--- config.mk ---
export PLATFORM = sky130hd
export DESIGN_NAME = cpu_axi_bridge
export DESIGN_NICKNAME = d
export VERILOG_FILES = /design/src/rtl/cpu_axi_bridge.sv
export SDC_FILE = /design/constraint.sdc
export NUM_CORES = 1
export LEC_CHECK = 0
export BUFFER_PORTS_ARGS = -buffer_cell sky130_fd_sc_hd__buf_2
export CORE_AREA = 4 4 123 125
export DETAILED_ROUTE_END_ITERATION = 8
export DIE_AREA = 0 0 127 129
export GPL_TIMING_DRIVEN = 1
export PLACE_DENSITY_LB_ADDON = 0.15
export REMOVE_ABC_BUFFERS = 1
export SYNTH_ARGS = -nofsm -noshare
export SYNTH_HDL_FRONTEND = slang
export SYNTH_SLANG_ARGS = --single-unit
--- constraint.sdc ---
create_clock -name clk -period 4.3 [get_ports clk]
set_input_delay 0.43 -clock clk [delete_from_list [all_inputs] [get_ports clk]]
set_output_delay 0.43 -clock clk [all_outputs]
set_load 0.01 [all_outputs]
--- src/rtl/cpu_axi_bridge.sv ---
// Bridges the CPU's sram-like instruction and data ports onto a single AXI3 master.
// At most one read and one write are in flight, and the data port has at most one outstanding access.
module cpu_axi_bridge #(
    parameter logic [3:0] INST_ID = 4'd0,
    parameter logic [3:0] DATA_ID = 4'd1
) (
    input  logic        clk,
    input  logic        reset,
    input  logic        inst_req,
    input  logic [31:0] inst_addr,
    output logic        inst_addr_ok,
    output logic        inst_data_ok,
    output logic [31:0] inst_rdata,
    input  logic        data_req,
    input  logic        data_wr,
    input  logic [3:0]  data_wstrb,
    input  logic [31:0] data_addr,
    input  logic [31:0] data_wdata,
    output logic        data_addr_ok,
    output logic        data_data_ok,
    output logic [31:0] data_rdata,
    output logic [3:0]  arid,
    output logic [31:0] araddr,
    output logic        arvalid,
    input  logic        arready,
    input  logic [3:0]  rid,
    input  logic [31:0] rdata,
    input  logic        rvalid,
    output logic        rready,
    output logic [31:0] awaddr,
    output logic        awvalid,
    input  logic        awready,
    output logic [31:0] wdata,
    output logic [3:0]  wstrb,
    output logic        wvalid,
    input  logic        wready,
    input  logic        bvalid,
    output logic        bready
);

    localparam int unsigned ADDR_W = 32;
    localparam int unsigned DATA_W = 32;
    localparam int unsigned ID_W   = 4;
    localparam int unsigned STRB_W = 4;

    typedef enum logic [1:0] {R_IDLE = 2'd0, R_AR = 2'd1, R_R = 2'd2} r_state_e;
    typedef enum logic [1:0] {W_IDLE = 2'd0, W_AW = 2'd1, W_B = 2'd2} w_state_e;

    r_state_e            r_state_q, r_state_d;
    w_state_e            w_state_q, w_state_d;
    logic [ID_W-1:0]     arid_q, arid_d;
    logic [ADDR_W-1:0]   araddr_q, araddr_d;
    logic [ADDR_W-1:0]   awaddr_q, awaddr_d;
    logic [DATA_W-1:0]   wdata_q, wdata_d;
    logic [STRB_W-1:0]   wstrb_q, wstrb_d;
    logic                aw_done_q, aw_done_d;
    logic                w_done_q, w_done_d;
    logic                data_busy_q, data_busy_d;

    logic r_idle, w_idle, rd_holds_data;
    logic data_rd_acc, data_wr_acc, inst_acc;
    logic r_fire, b_fire;

    // Accept arbitration: a data read outranks a fetch; nothing is accepted during reset.
    always_comb begin
        r_idle        = (r_state_q == R_IDLE);
        w_idle        = (w_state_q == W_IDLE);
        rd_holds_data = ~r_idle & (arid_q == DATA_ID);
        data_rd_acc   = ~reset & r_idle & w_idle & data_req & ~data_wr & ~data_busy_q;
        data_wr_acc   = ~reset & w_idle & data_req & data_wr & ~data_busy_q & ~rd_holds_data;
        inst_acc      = ~reset & r_idle & inst_req & ~data_rd_acc;
        r_fire        = (r_state_q == R_R) & rvalid;
        b_fire        = (w_state_q == W_B) & bvalid;
    end

    assign inst_addr_ok = inst_acc;
    assign data_addr_ok = data_rd_acc | data_wr_acc;
    assign inst_data_ok = r_fire & (rid == INST_ID);
    assign data_data_ok = (r_fire & (rid == DATA_ID)) | b_fire;
    assign inst_rdata   = rdata;
    assign data_rdata   = rdata;

    assign arid    = arid_q;
    assign araddr  = araddr_q;
    assign arvalid = (r_state_q == R_AR);
    assign rready  = (r_state_q == R_R);
    assign awaddr  = awaddr_q;
    assign wdata   = wdata_q;
    assign wstrb   = wstrb_q;
    assign awvalid = (w_state_q == W_AW) & ~aw_done_q;
    assign wvalid  = (w_state_q == W_AW) & ~w_done_q;
    assign bready  = (w_state_q == W_B);

    always_ff @(posedge clk or posedge reset) begin
        if (reset) begin
            r_state_q   <= R_IDLE;
            w_state_q   <= W_IDLE;
            arid_q      <= '0;
            araddr_q    <= '0;
            awaddr_q    <= '0;
            wdata_q     <= '0;
            wstrb_q     <= '0;
            aw_done_q   <= 1'b0;
            w_done_q    <= 1'b0;
            data_busy_q <= 1'b0;
        end else begin
            r_state_q   <= r_state_d;
            w_state_q   <= w_state_d;
            arid_q      <= arid_d;
            araddr_q    <= araddr_d;
            awaddr_q    <= awaddr_d;
            wdata_q     <= wdata_d;
            wstrb_q     <= wstrb_d;
            aw_done_q   <= aw_done_d;
            w_done_q    <= w_done_d;
            data_busy_q <= data_busy_d;
        end
    end

    // Read channel sequencing.
    always_comb begin
        r_state_d = r_state_q;
        arid_d    = arid_q;
        araddr_d  = araddr_q;
        case (r_state_q)
            R_IDLE: begin
                if (data_rd_acc) begin
                    arid_d    = DATA_ID;
                    araddr_d  = data_addr;
                    r_state_d = R_AR;
                end else if (inst_acc) begin
                    arid_d    = INST_ID;
                    araddr_d  = inst_addr;
                    r_state_d = R_AR;
                end
            end
            R_AR:    if (arready) r_state_d = R_R;
            R_R:     if (rvalid) r_state_d = R_IDLE;
            default: r_state_d = R_IDLE;
        endcase
    end

    // Write channel sequencing; AW and W complete independently before waiting on B.
    always_comb begin
        w_state_d = w_state_q;
        awaddr_d  = awaddr_q;
        wdata_d   = wdata_q;
        wstrb_d   = wstrb_q;
        aw_done_d = aw_done_q;
        w_done_d  = w_done_q;
        case (w_state_q)
            W_IDLE: begin
                if (data_wr_acc) begin
                    awaddr_d  = {data_addr[ADDR_W-1:2], 2'b00};
                    wdata_d   = data_wdata;
                    wstrb_d   = data_wstrb;
                    aw_done_d = 1'b0;
                    w_done_d  = 1'b0;
                    w_state_d = W_AW;
                end
            end
            W_AW: begin
                if (awvalid && awready) aw_done_d = 1'b1;
                if (wvalid && wready)   w_done_d  = 1'b1;
                if (aw_done_d && w_done_d) w_state_d = W_B;
            end
            W_B:     if (bvalid) w_state_d = W_IDLE;
            default: w_state_d = W_IDLE;
        endcase
    end

    // One outstanding data-port access keeps loads ordered behind stores.
    always_comb begin
        data_busy_d = data_busy_q;
        if (data_addr_ok)      data_busy_d = 1'b1;
        else if (data_data_ok) data_busy_d = 1'b0;
    end

endmodule

Word-level counts from Yosys, hierarchy flattened
Index checks and enable logic that the tools add are counted.

storage, ports and cells
  bits in registers = 109
  memories = 0
  bits of input ports = 146
  output and inout bits = 177
  bits in writable memories = 0
  latch bits = 0
  logic and storage cells = 87
  bits in read-only memories = 0

operators by class
  reduce and logical (&&, ||, !) cells = 14
  muxes and demuxes = 22
  equal/unequal tests = 12
  divide/modulo/power cells = 0
  multipliers = 0
  shift operators = 0
  bitwise operators = 29
  add/subtract/negate cells = 0
  order comparisons = 0

operator list
  operator            number
  $mux 32             2
  $and 1x1->1         19
  $mux 2              7
  $pmux 2 s3          2
  $eq 4x1->1 const B  2
  $mux 4              2
  $not 1->1           8
  $mux 1              7
  $ne 2x1->1 const B  3
  $reduce_and 2->1    3
  $reduce_and 3->1    2
  $reduce_bool 2->1   3
  $eq 2x1->1 const B  2
  $eq 2x2->1 const B  2
  $logic_not 2->1     2
  $logic_not 4->1     1
  $ne 2x2->1 const B  2
  $pmux 1 s2          2
  $logic_and 1x1->1   3
  $ne 3x2->1 const B  1
  $or 1x1->1          2

Longest topological paths before layout
  word-level depth = 11
  gate-level depth with buffers = 7
  mapped depth without buffers = 4

Worst setup path after synthesis
OpenSTA, ideal clock, no wires.

  path type = register to register
  start point = register w_state_q[0]
  end point = register araddr_q[23] (netlist: araddr[23])
  cell stages (with the launch flop) = 6
  data required time = 4.175 ns
  data arrival time = 2.139 ns
  clock period less this slack = 2.264 ns
  path slack = 2.036 ns
  buffers on the path = 1
  setup time = 0.125 ns
  cell sequence = dfrtp_1 or4b_4 nor3b_2 buf_2 mux2_2 mux2_2

on the way
  longest elaborated chain between the ends = 9
  elaborated cells on any way between the ends = 10
  classes of those cells = mux: 1; bitwise: 6; reduce/logical: 3

ends and longest elaborated chain
  item                         RTL line  source
  start: declaration           50        w_state_e w_state_q, w_state_d;
  start signal: assignment     108       w_state_q <= w_state_d;
  $logic_not 2->1 *            67        w_idle = (w_state_q == W_IDLE);
  $and 1x1->1 * (4 in a row)   69        data_rd_acc = ~reset & r_idle & w_idle & data_req & ~data_wr & ~data_busy_q;
  $not 1->1                    71        inst_acc = ~reset & r_idle & inst_req & ~data_rd_acc;
  $and 1x1->1                  71
  $reduce_bool 2->1 (no line)  --
  $reduce_and 2->1 (no line)   --
  end signal: assignment       110       araddr_q <= araddr_d;
  end: declaration             52        logic [ADDR_W-1:0] araddr_q, araddr_d;

Mark *: on every way between the ends. The rest lies on a longest branch, timed or not.
A chain may end at the register's enable or synchronous reset.

Worst setup path after layout
  start point = register w_state_q[0]
  end point = output port data_addr_ok

on the way
  longest elaborated chain between the ends = 7
  elaborated cells on any way between the ends = 11
  classes of those cells = bitwise: 10; reduce/logical: 1

ends and longest elaborated chain
  item                      RTL line  source
  $logic_not 2->1 *         67
  $and 1x1->1 (5 in a row)  70        data_wr_acc = ~reset & w_idle & data_req & data_wr & ~data_busy_q & ~rd_holds_data;
  $or 1x1->1 *              77        assign data_addr_ok = data_rd_acc | data_wr_acc;
  end: declaration          19        output logic data_addr_ok,

Marked as above.

==> key figures <==
Run status
  • Status: finished clean

Power and ir drop
  • Static leakage: 3.11 nW
  • Cell Pwr Density: 682 nW/um2
  • Total power of the final layout: 4.16 mW
  • Maximum vdd ir drop: 0.000353 V

Worst hold path
  • Hold Path Class: in -> reg
  • Beginning of the worst hold path: arready
  • Endpoint with the worst hold slack: r_state_q[0]
  • Hold Path Cell Cnt: 2

Setup path
  • Launching point of the worst reg2reg path: w_state_q[0]
  • Endpoint required time on the critical path: 3.87 ns
  • Reg2Reg Setup Slack: 1.82 ns
  • Endpoint kind of the worst setup timing path: primary output
  • Worst endpoint data arrival time: 2.64 ns
  • Crit Path Category: reg -> out
  • Setup crit start kind: flop
  • Max Fanout on Critical Path: 69
  • Endpoint of the worst register-to-register path: wdata[28]
  • Path depth of the worst reg2reg path: 3

Global route
  • Global router's overall resource usage: 17.3%
  • Number of antenna violations at the first check in global routing: 0
  • Overflow left after global routing: 0
  • Pin count of the biggest net entering global routing: 78
  • First-pass GRT wire length: 21200 um
  • Number of global-route vias before repair: 3495

Synthesis
  • Largest area contributor in the netlist: dfrtp_1
  • Synthesized instance count: 360
  • Mapped Avg Cell Area: 13.8 um2
  • Share of the synthesized area in the top cell type: 53.3%
  • Number of warnings issued by yosys: 0
  • Part of the Yosys area used for sequential elements: 53.3%
  • Number of storage elements in the synthesis netlist: 106
  • Ranking of synthesized cells by area: dfrtp_1 53%, mux2_2 28%, buf_4 10%
  • Combined area of all synthesized cells: 4980 um2
  • Synth cell types: 27

CTS
  • Deepest clock path buffer count: 2
  • Root buffer cell: clkbuf_16
  • Number of hold-repair buffers added at the cts stage: 0
  • Post-CTS Resized: 0
  • # H-tree levels: 3
  • Insertion delay to the later sink of the worst-skew pair: 0.35 ns
  • Num CTS Buffers: 9
  • Number of sinks driven by the clock tree: 106
  • Clock Pin Slew Worst Setup and Hold Paths: 0.07 ns
  • Clock tree from TritonCTS: done
  • Buffer count from post-CTS setup fixing: 0

Placed design
  • Quantity of I/O buffers inserted on ports: 221
  • DP Wirelength: 10900 um
  • Placer's final routability congestion estimate: 0.758

STA
  • Post-Route Setup TNS: 0 ns
  • Setup-violating endpoint count in the final report: 0
  • Crit share post-route: 71.3%
  • Fin. Hold Viols: 0
  • Final Skew: 0.00738 ns
  • Tightest Pin Transition: 1.14 ns
  • RSZ-0062 raised after global routing: no
  • Peak Freq: 326 MHz
  • Slew Limit Fails: 0
  • Relative slew slack: 23.6%
  • Final min period: 3.07 ns

Finish
  • Storage element area: 2650 um2
  • Number of filler instances in the final layout: 1341
  • ANT cells: 0
  • Area overhead of the layout relative to synthesis: 22.5%
  • Multi-input gate area: 1740 um2
  • Post-layout nets: 661
  • Ratio of cells with drive above 1 in the final layout: 71.7%
  • Most common cell after layout, fill and taps aside: buf_2
  • Commonest non-fill, non-tap cells in the layout: 221 x buf_2, 122 x mux2_2, 106 x dfrtp_1, 9 x clkbuf_16, 8 x mux2_4

Detailed routing
  • Vias per std cell: 4.66
  • Total wire length after detailed routing: 14100 um
  • Starting DRT DRC Count: 96
  • Post-route DRC violation count: 0
  • WL/cell: 20.2 um
  • Detailed Routing Iterations Pass 1: 4
  • Via count: 3265
  • Final ANT Viol Nets: 0

Run
  • Number of max-cap violations: 0

Die
  • Top-Level Pins: 323
  • Die outline width: 127 um
  • Number of core rows: 43
  • Die H: 129 um
  • Effective utilization at floorplan: 35.9%
  • Die Footprint: 16400 um2
  • Floorplan Core Area: 13900 um2
[report_power, final]
group	switching, mW	internal, mW
Sequential	0.241	1.48
Clock	0.359	0.566
Combinational	0.715	0.795
[worst max-delay path by stage]
stage | start | endpoint | slack, ns | cells after the start
after floorplan | reset | araddr[0] | 1.08 | 1
after global placement | data_req | data_addr_ok | 1.57 | 5
after detailed placement | data_req | data_addr_ok | 1.54 | 5
after CTS | w_state_q[0] | data_addr_ok | 1.17 | 4
after global routing | w_state_q[0] | data_addr_ok | 1.10 | 4
final | w_state_q[0] | data_addr_ok | 1.23 | 4
[worst max-delay path: stages, from the launching register on]
cell	delay, ns
dfrtp_1	0.40
or4b_4	0.58
or4b_4	0.90
nand2b_1	0.25
buf_2	0.16
[routing by layer]
layer | part of all wire, % | routed length [um] | up-vias | track usage (%)
li1 | - | - | 1461 | -
met1 | 42 | 5940 | 1526 | 21.8
met2 | 36 | 5110 | 252 | 20.6
met3 | 20 | 2800 | 22 | 16.0
met4 | 1.0 | 146 | 4 | 4.04
met5 | 0.99 | 140 | - | 8.53
[sequential cells by signal, summed over array words and instances (netlist names)]
name	cells
wstrb	4
data_busy_q	1
aw_done_q	1
r_state_q	2
arid	1
w_done_q	1
araddr	32
awaddr	30
wdata	32
w_state_q	2
[synth_stat cells (all sizes together)]
cell / number
mux2: 130
dfrtp: 106
buf: 80
inv: 6
nor2: 6
o21ai: 5
nand2b: 4
clkbuf: 3
nand2: 3
nor2b: 3
a21oi: 2
or4b: 2
a21o: 1
a22o: 1
conb: 1
nor3: 1
nor3b: 1
nor4: 1
o21a: 1
o21bai: 1
o22a: 1
or2b: 1
[through the flow]
stage                     std cells  setup slack [ns]  util (%)  area (um2)  hold WS [ns]
after global placement          684              1.57      41.5        5770         0.482
after CTS                       700              1.17      43.9        6100         0.268
after floorplan                 281              1.08         -        4400         0.485
final                           700              1.23      43.9        6100         0.290
after detailed placement        684              1.54      41.5        5770         0.488
after global routing            700              1.10      43.9        6100         0.283
[layout make-up]
class	count	share of cell area [%]
clock buffer	10	3.75
clock inverter	6	1.72
inverter	6	0.410
multi-input combinational	169	28.6
sequential	106	43.5
tap	180	3.69
timing repair buffer	223	18.4
[kinds of logic after synthesis]
kind of cell / count (synthesis) / synth area share [%]
compound gates: 12 / 1.51
buf+inv: 89 / 12.4
flops: 106 / 53.3
mux: 130 / 30.0
other cells: 1 / 0.0753
simple gates: 22 / 2.66
Power figures use the tool's default switching activity.
